## src/rtl/cr_kme_fifo_writer.sv

```systemverilog
// Producer-side adapter for a KME stall-based FIFO write port: a 2-entry skid
// buffer that never writes under stall, plus a sent-word counter and stall watchdog.
module cr_kme_fifo_writer #(
  parameter int DATA_W  = 106,
  parameter int TIMEOUT = 1024
) (
  input  logic              clk,
  input  logic              rst_n,
  input  logic              src_valid,
  input  logic [DATA_W-1:0] src_data,
  output logic              src_ready,
  output logic [DATA_W-1:0] fifo_in,
  output logic              fifo_in_valid,
  input  logic              fifo_in_stall,
  input  logic              clr_err,
  output logic [31:0]       sent_cnt,
  output logic              stall_timeout
);

  typedef enum logic [1:0] {
    EMPTY = 2'd0,
    ONE   = 2'd1,
    FULL  = 2'd2
  } occ_e;

  localparam logic [15:0] BLK_MAX = 16'(TIMEOUT - 1);

  occ_e              occ_r;
  occ_e              occ_nxt_s;
  logic [DATA_W-1:0] head_r;
  logic [DATA_W-1:0] head_nxt_s;
  logic [DATA_W-1:0] tail_r;
  logic [DATA_W-1:0] tail_nxt_s;
  logic              valid_r;
  logic              ready_r;
  logic              push_s;
  logic              pop_s;
  logic              blocked_s;
  logic              set_s;
  logic [15:0]       blk_r;
  logic [31:0]       cnt_r;
  logic              flag_r;

  // valid/ready come from flops, so fifo_in_stall never reaches src_ready combinationally
  assign push_s    = src_valid & ready_r;
  assign pop_s     = valid_r & ~fifo_in_stall;
  assign blocked_s = valid_r & fifo_in_stall;
  assign set_s     = blocked_s & (blk_r == BLK_MAX);

  // Skid buffer next-state and entry data
  always_comb begin
    occ_nxt_s  = occ_r;
    head_nxt_s = head_r;
    tail_nxt_s = tail_r;
    case (occ_r)
      EMPTY: begin
        if (push_s) begin
          occ_nxt_s  = ONE;
          head_nxt_s = src_data;
        end else begin
          occ_nxt_s  = EMPTY;
        end
      end
      ONE: begin
        if (push_s && pop_s) begin
          head_nxt_s = src_data;
        end else if (push_s) begin
          tail_nxt_s = src_data;
          occ_nxt_s  = FULL;
        end else if (pop_s) begin
          occ_nxt_s  = EMPTY;
        end else begin
          occ_nxt_s  = ONE;
        end
      end
      FULL: begin
        if (pop_s) begin
          head_nxt_s = tail_r;
          occ_nxt_s  = ONE;
        end else begin
          occ_nxt_s  = FULL;
        end
      end
      default: begin
        occ_nxt_s = EMPTY;
      end
    endcase
  end

  // Buffer state, entries and the registered handshake outputs
  always_ff @(posedge clk) begin
    if (!rst_n) begin
      occ_r   <= EMPTY;
      head_r  <= '0;
      tail_r  <= '0;
      valid_r <= 1'b0;
      ready_r <= 1'b1;
    end else begin
      occ_r   <= occ_nxt_s;
      head_r  <= head_nxt_s;
      tail_r  <= tail_nxt_s;
      valid_r <= (occ_nxt_s != EMPTY);
      ready_r <= (occ_nxt_s != FULL);
    end
  end

  // Running count of words written to the FIFO
  always_ff @(posedge clk) begin
    if (!rst_n) begin
      cnt_r <= 32'd0;
    end else if (pop_s) begin
      cnt_r <= cnt_r + 32'd1;
    end
  end

  // Stall watchdog: saturating blocked-cycle counter and sticky flag (set beats clear)
  always_ff @(posedge clk) begin
    if (!rst_n) begin
      blk_r  <= 16'd0;
      flag_r <= 1'b0;
    end else begin
      if (!blocked_s) begin
        blk_r <= 16'd0;
      end else if (blk_r != BLK_MAX) begin
        blk_r <= blk_r + 16'd1;
      end
      if (set_s) begin
        flag_r <= 1'b1;
      end else if (clr_err) begin
        flag_r <= 1'b0;
      end
    end
  end

  assign src_ready     = ready_r;
  assign fifo_in_valid = valid_r;
  assign fifo_in       = head_r;
  assign sent_cnt      = cnt_r;
  assign stall_timeout = flag_r;

endmodule

```

## config.mk

```make
export PLATFORM = sky130hd
export DESIGN_NAME = cr_kme_fifo_writer
export DESIGN_NICKNAME = d
export VERILOG_FILES = /design/src/rtl/cr_kme_fifo_writer.sv
export SDC_FILE = /design/constraint.sdc
export NUM_CORES = 1
export LEC_CHECK = 0
export ABC_AREA = 1
export CORE_MARGIN = 10
export CORE_UTILIZATION = 50
export CTS_CLUSTER_DIAMETER = 50
export DETAILED_ROUTE_END_ITERATION = 7
export GPL_ROUTABILITY_DRIVEN = 0
export GPL_TIMING_DRIVEN = 0
export PLACE_DENSITY = 0.81
export SLEW_MARGIN = 20
export SYNTH_ARGS = -nofsm -noshare
export SYNTH_HDL_FRONTEND = slang
export SYNTH_SLANG_ARGS = --single-unit
```

## constraint.sdc

```tcl
create_clock -name clk -period 2.05 [get_ports clk]
set_input_delay 0.41 -clock clk [delete_from_list [all_inputs] [get_ports clk]]
set_output_delay 0.41 -clock clk [all_outputs]
set_load 0.005 [all_outputs]
```

## After elaboration in Yosys (flattened, before gate mapping)

Cells that the tools add are included.

- Bits in registers: 265
- Bits of input ports: 111
- Logic and storage cells: 44

- $add $sub $neg: 2
- Eq/ne operators: 8
- Mux-type cells: 12
- Bitwise operators: 6
- Reductions and logical operators: 8

Operators by type and width:

| operator | count |
|---|---|
| $mux W106 | 3 |
| $pmux W106 S3 | 1 |
| $add A32 B1 Y32 const B | 1 |
| $add A16 B1 Y16 const B | 1 |
| $eq A16 B10 Y1 const B | 1 |
| $ne A16 B10 Y1 const B | 1 |
| $ne A2 B2 Y1 const B | 4 |
| $mux W2 | 3 |
| $pmux W2 S3 | 1 |
| $and A1 B1 Y1 | 4 |
| $mux W1 | 4 |
| $reduce_and A4 Y1 | 1 |
| $reduce_bool A2 Y1 | 2 |
| $reduce_and A3 Y1 | 1 |
| $reduce_bool A3 Y1 | 1 |
| $eq A2 B1 Y1 const B | 1 |
| $eq A2 B2 Y1 const B | 1 |
| $logic_not A2 Y1 | 1 |
| $not A1 Y1 | 2 |
| $reduce_and A2 Y1 | 1 |
| $logic_and A1 B1 Y1 | 1 |

## Depth between registers and ports, before layout

Gate-level depths: netlist of the first run.

- Word-level depth: 7
- Depth in mapped cells: 10
- Mapped depth without buffers: 9

## Worst setup path before layout of the first run

No wires, ideal clock.

- Path type: register -> register
- From: register cnt_r[1], in the netlist sent_cnt[1]
- To: register cnt_r[22], in the netlist sent_cnt[22]
- Library setup time: 0.128 ns
- Arrival time: 1.331 ns
- Data required time: 1.922 ns
- Slack: 0.592 ns
- Cell stages (with the launch flop): 9
- Buffers on the path: 0
- Period minus slack after synthesis: 1.458 ns
- Path through: dfxtp_1 -> ha_1 -> nand3_1 -> nor2_2 -> nand2_1 -> nor2_1 -> nand3_1 -> nand2_1 -> nor2_1

- Longest elaborated chain between the ends: 1

Ends and longest elaborated chain:

| what | line | source |
|---|---|---|
| from (decl) | 41 | `logic [31:0] cnt_r;` |
| from (signal assigned) | 112 | `cnt_r <= cnt_r + 32'd1;` |
| $add A32 B1 Y32 | 112 |  |

Every way passes these cells.
A chain may end at the register's enable or synchronous reset.

## Worst setup path after layout of the first run

- From: register cnt_r[14], in the netlist sent_cnt[14]
- To: output port sent_cnt[14]

RTL lines:

| what | line | source |
|---|---|---|
| to (decl) | 16 | `output logic [31:0] sent_cnt,` |

No word-level cell between the ends.

==> results.txt, run 1 <==
Status: finished, final reports clean
Die area: 0.02785 sq mm
Final Cell Area: 0.01460 sq mm
Layout cells sized above 1: 5.639%
Residual DRC: 0
Final #Nets: 1882
Synth top cells by count: nand2_1 (314), nor2_1 (298), dfxtp_1 (265)
CTS tree: yes
Largest net degree at the start of global routing: 14
Router iterations before antenna repair: 6
Hold path depth: 2
Hold Vio Cnt, Final: 0
Worst-path clk slew: 60 ps
Largest delay share family, worst path: buffers and inverters
Slew margin rel.: 53.39%
Worst Reg-to-Reg Cells: 8
Clock Root Buffer: clkbuf_16
Total track usage: 23.40%
Post-Place Cell Area: 0.01364 sq mm
Post-Synthesis Net Count: 1600
Synth area leaders: dfxtp_1 (49%), nand2_1 (11%), nor2_1 (10%), o21ai_0 (6.6%), a31oi_1 (6.3%)
Core Region: 0.02115 sq mm
RSZ-0062 raised after global routing: no
Crit. End Element: output pin
Yosys reg bits: 265
Clock Latency Late Sink: 530 ps
Count leader, synth: nand2_1
Non-Filler Instances: 2070
WP depth: 1
Total chip power: 14.51 mW
Max-slew violations: 0
# IOs: 252
Cells along the critical path: clkdlybuf4s50_1
Crit path arrival time: 1570 ps
Die height: 166.9 um
Maximum fanout along the worst path: 7
Cell taking the most area after synthesis: dfxtp_1
Post-synth EDFFs: 0
Port Buf Inserts: 251
Distinct cells, synth: 32
CP max stage cell: clkdlybuf4s50_1
Min-Delay Path Class: in -> reg
Crit start category: register
Grt total ovfl: 0
DP Cell Count: 2013
Lkg Pwr: 5.604 nW
Req. time, crit path: 1640 ps
Initial core utilization: 50.98%
Setup CP Type: reg -> out
Least-Margin Pin Slew: 699.1 ps
Post-Syn Area: 0.01079 sq mm
Post-cts sizing count: 0
CP max stage delay: 570 ps
Initial antenna violation count: 4
Post-Route WL: 34510 um
Smallest hold slack: 464.0 ps
Setup bufs post-CTS: 0
# hold bufs at CTS: 0
CTS Buf Count: 29
Antenna Violating Nets Remaining: 0
Post-Syn Instances: 1487
# setup viols final: 0
Clock Sink Count: 265
Fmax: 504.3 MHz
Worst ir drop on vdd: 0.6170 mV
Final HPWL DP: 24880 um
Worst Skew: 7.187 ps
Iter 0 DRT Violations: 931
Post-route setup slack: 67.24 ps
Max-Cap Viols: 0
Sequential-to-total area share from yosys stat: 49.19%
Fin crit period: 1983 ps
Row cnt: 53
Vias in the first global route: 10701
CTS max path bufs: 3
First-pass GRT wire length: 55410 um
Crit share post-route: 96.72%
DR WL/cell: 16.67 um
FFs w/ async S/R, synth: 0%
Worst slack at placement: -414.4 ps
Most used DFF post-synth: dfxtp_1
Via count: 11185
Syn avg cell area: 7.253 sq um
Area growth from synthesis to layout: 35.38%
Worst Path Buf+Inv: 1
Synth warn: 0
H-tree levels: 1
Drt via density: 5.403
Die X: 166.9 um
Pwr Density: 993.5 mW/mm^2
Yosys top cell area share: 49.19%
## cell families after synthesis
family / Yosys count / share of synthesized area [%]
simple gates: 689 / 25.48
compound gates: 364 / 18.26
fa+ha+maj: 2 / 0.2320
flops: 265 / 49.19
xor+xnor: 4 / 0.3249
buf+inv: 163 / 6.520
## worst register-to-register path: stages, from the launching register on
cell	delay [ps]
dfxtp_1	370
nand2_1	100
nor2_1	150
nand3_2	260
inv_2	260
buf_2	310
buf_4	230
nor2_1	80
nor2_1	100
## path summary, 6_finish.rpt
check / slack (ps) / from / endpoint
setup / recovery: 70 / sent_cnt[14]$_SDFFE_PN0P_ / sent_cnt[14]
hold / removal: 460 / clr_err / stall_timeout$_SDFFE_PN0P_
setup reg to reg: 130 / src_ready$_SDFF_PN1_ / tail_r[76]$_SDFFE_PN0P_
hold reg to reg: 480 / blk_r[15]$_SDFFE_PN0P_ / blk_r[15]$_SDFFE_PN0P_
## state kept, by name, summed over array words and instances (netlist names)
register,cells
blk_r,16
fifo_in,106
fifo_in_valid,1
occ_r,2
sent_cnt,32
src_ready,1
stall_timeout,1
tail_r,106
## metal layers
| layer | vias to the layer above | share of wire (%) | routed length [um] | global-route usage (%) |
|---|---|---|---|---|
| met5 | - | 0 | 0 | 0 |
| met2 | 426 | 47 | 16170 | 38.83 |
| li1 | 5512 | - | - | - |
| met4 | 0 | 3.7 | 1283 | 9.469 |
| met3 | 77 | 7.9 | 2739 | 5.531 |
| met1 | 5170 | 41 | 14320 | 28.53 |
## power by group
part / switching [mW] / total, mW / internal (mW)
clock: 2.12 / 5.09 / 2.97
combinational: 1.65 / 3.17 / 1.52
sequential: 0.395 / 6.25 / 5.86
total: 4.17 / 14.5 / 10.3
## through the flow
step | setup TNS, ps | util [%]
after floorplan | 0 | -
after global placement | -54970 | 64.49
after detailed placement | -56770 | 64.49
after CTS | 0 | 68.98
after global routing | 0 | 69.00
final | 0 | 69.02
## final cells by class
cell class | instances | area (sq um)
fillers | 1791 | 6553
clock buffers | 43 | 878.3
clock inverters | 10 | 71.32
plain buffers | 96 | 451.7
multi-input cells | 1059 | 4777
diodes | 4 | 10.01
well taps | 275 | 344.1
flip-flops and latches | 265 | 5305
inverters | 67 | 251.5
repair buffers | 251 | 2512
## placed cells by master (no fill, tap or decap), types with 10 or more instances in the layout
master	count
a21oi_1	25
a31oi_1	109
buf_2	21
buf_4	13
clkbuf_1	62
clkbuf_16	29
clkbuf_8	10
clkdlybuf4s50_1	251
dfxtp_1	265
inv_1	63
nand2_1	314
nand3_1	39
nand4_1	15
nor2_1	298
nor3_1	10
o21ai_0	142
o21ai_1	84
Power figures use the tool's default switching activity.
==> inputs of run 2 (changes only) <==
Settings changed: CORE_MARGIN 10 to unset.
==> run 2 against run 1 <==
  * Total power grew 3.3%
  * Critical path depth unchanged
  * Design area rose by 0.77%
  * Sequential cell count unchanged
  * Clock skew is 3.2 ps higher
  * Critical path type unchanged
==> results.txt, run 2 (synthesized netlist as in run 1, its figures left out) <==
Residual DRC: 0
Total chip power: 14.98 mW
Setup TNS: 0 ps
Antenna Violating Nets Remaining: 0
# hold bufs at CTS: 0
# IOs: 252
Vias in the first global route: 10236
Post-Route WL: 32680 um
Layout cells sized above 1: 5.964%
Drt via density: 5.477
Smallest hold slack: 452.4 ps
Max-slew violations: 0
Crit start category: register
# fillers: 1717
Worst ir drop on vdd: 0.7067 mV
Status: finished, final reports clean
RSZ-0062 raised after global routing: no
Worst Path Buf+Inv: 1
Via count: 11331
WP depth: 1
Register area: 0.005305 sq mm
Non-Filler Instances: 2069
Row cnt: 53
Multi-input gate area: 0.004785 sq mm
Final HPWL DP: 22710 um
Worst slack at placement: -401.8 ps
Hold path depth: 2
Maximum fanout along the worst path: 7
Crit share post-route: 98.23%
Crit. End Element: output pin
CTS max path bufs: 3
Total track usage: 28.71%
H-tree levels: 1
# setup viols final: 0
Initial antenna violation count: 0
Slew margin rel.: 49.06%
Hold Vio Cnt, Final: 0
Commonest non-fill, non-tap cell in the layout: nand2_1
Most frequent cells in the layout: nand2_1 (314), nor2_1 (298), dfxtp_1 (265), clkdlybuf4s50_1 (251), o21ai_0 (142)
Clock Sink Count: 265
Final #Nets: 1883
Largest net degree at the start of global routing: 15
Largest delay share family, worst path: buffers and inverters
Ant diodes: 0
Router iterations before antenna repair: 5
Die area: 0.02216 sq mm
Pwr Density: 1018 mW/mm^2
Final Cell Area: 0.01471 sq mm
Max-Cap Viols: 0
Crit path arrival time: 1600 ps
Worst Skew: 10.35 ps
Clock Root Buffer: clkbuf_16
Cells along the critical path: clkdlybuf4s50_1
First-pass GRT wire length: 51440 um
Lkg Pwr: 5.673 nW
Worst Reg-to-Reg Cells: 8
Setup bufs post-CTS: 0
Area growth from synthesis to layout: 36.43%
Fin crit period: 2014 ps
CP max stage cell: clkdlybuf4s50_1
DP Cell Count: 2013
Port Buf Inserts: 251
Min-Delay Path Class: in -> reg
Initial core utilization: 51.15%
Die X: 148.9 um
Post-route setup slack: 36.28 ps
CP max stage delay: 560 ps
Req. time, crit path: 1640 ps
Clock Latency Late Sink: 560 ps
Iter 0 DRT Violations: 849
Setup CP Type: reg -> out
Die height: 148.9 um
CTS tree: yes
CTS Buf Count: 30
Fmax: 496.6 MHz
DR WL/cell: 15.79 um
Least-Margin Pin Slew: 764.1 ps
Core Region: 0.02109 sq mm
Worst-path clk slew: 60 ps
Grt total ovfl: 0
Post-Place Cell Area: 0.01364 sq mm
Finished Core Util: 69.78%
[run 2: cell types whose count changed in the layout (fill, tap and decap cells not counted)]
cell        delta
inv_6          -1
diode_2        -4
nand3_4        +1
nand3_2        -1
inv_4          +1
clkinv_2       +2
bufinv_16      +2
inv_2          -1
clkinvlp_4     -3
clkinv_4       +4
clkbuf_1       -3
clkbuf_16      +2
[run 2: area by class of cell]
type / instances / share of cell area, %
flip-flops and latches: 265 / 36.05
multi-input cells: 1059 / 32.52
repair buffers: 251 / 17.07
clock buffers: 42 / 6.233
plain buffers: 96 / 3.070
well taps: 275 / 2.338
inverters: 67 / 1.726
clock inverters: 14 / 0.9864
[run 2: timing repair]
| action | 4_1_cts | 5_1_grt |
|---|---|---|
| hold endpoints to repair | 0 | 0 |
| endpoints found under the setup margin | 0 | 11 |
| resized for setup | 0 | 2 |
[run 2: report_power, final]
group | internal (mW) | switching [mW]
Sequential | 5.86 | 0.409
Combinational | 1.52 | 1.63
Clock | 3.38 | 2.19
[run 2: routing by layer]
layer  global-route usage [%]  wire, um  part of all wire, %  vias to the layer above
li1                         -         -                    -                     5500
met1                    37.26     13460                   41                     5273
met2                    46.71     15180                   46                      478
met3                    5.963      2877                  8.8                       80
met4                    11.28      1165                  3.6                        0
met5                        0         0                    0                        -
[run 2: final timing paths]
path / from / end / slack [ps]
worst min-delay path: clr_err / stall_timeout$_SDFFE_PN0P_ / 450
worst max-delay path: sent_cnt[16]$_SDFFE_PN0P_ / sent_cnt[16] / 40
worst min register to register: tail_r[70]$_SDFFE_PN0P_ / fifo_in[70]$_SDFFE_PN0P_ / 470
worst max register to register: src_ready$_SDFF_PN1_ / tail_r[75]$_SDFFE_PN0P_ / 160
==> inputs of run 3 (changes only) <==
Settings changed: SKIP_LAST_GASP set to 1.
==> results of run 3 <==
Final layout, timing and power as in run 2 (identical DEF).
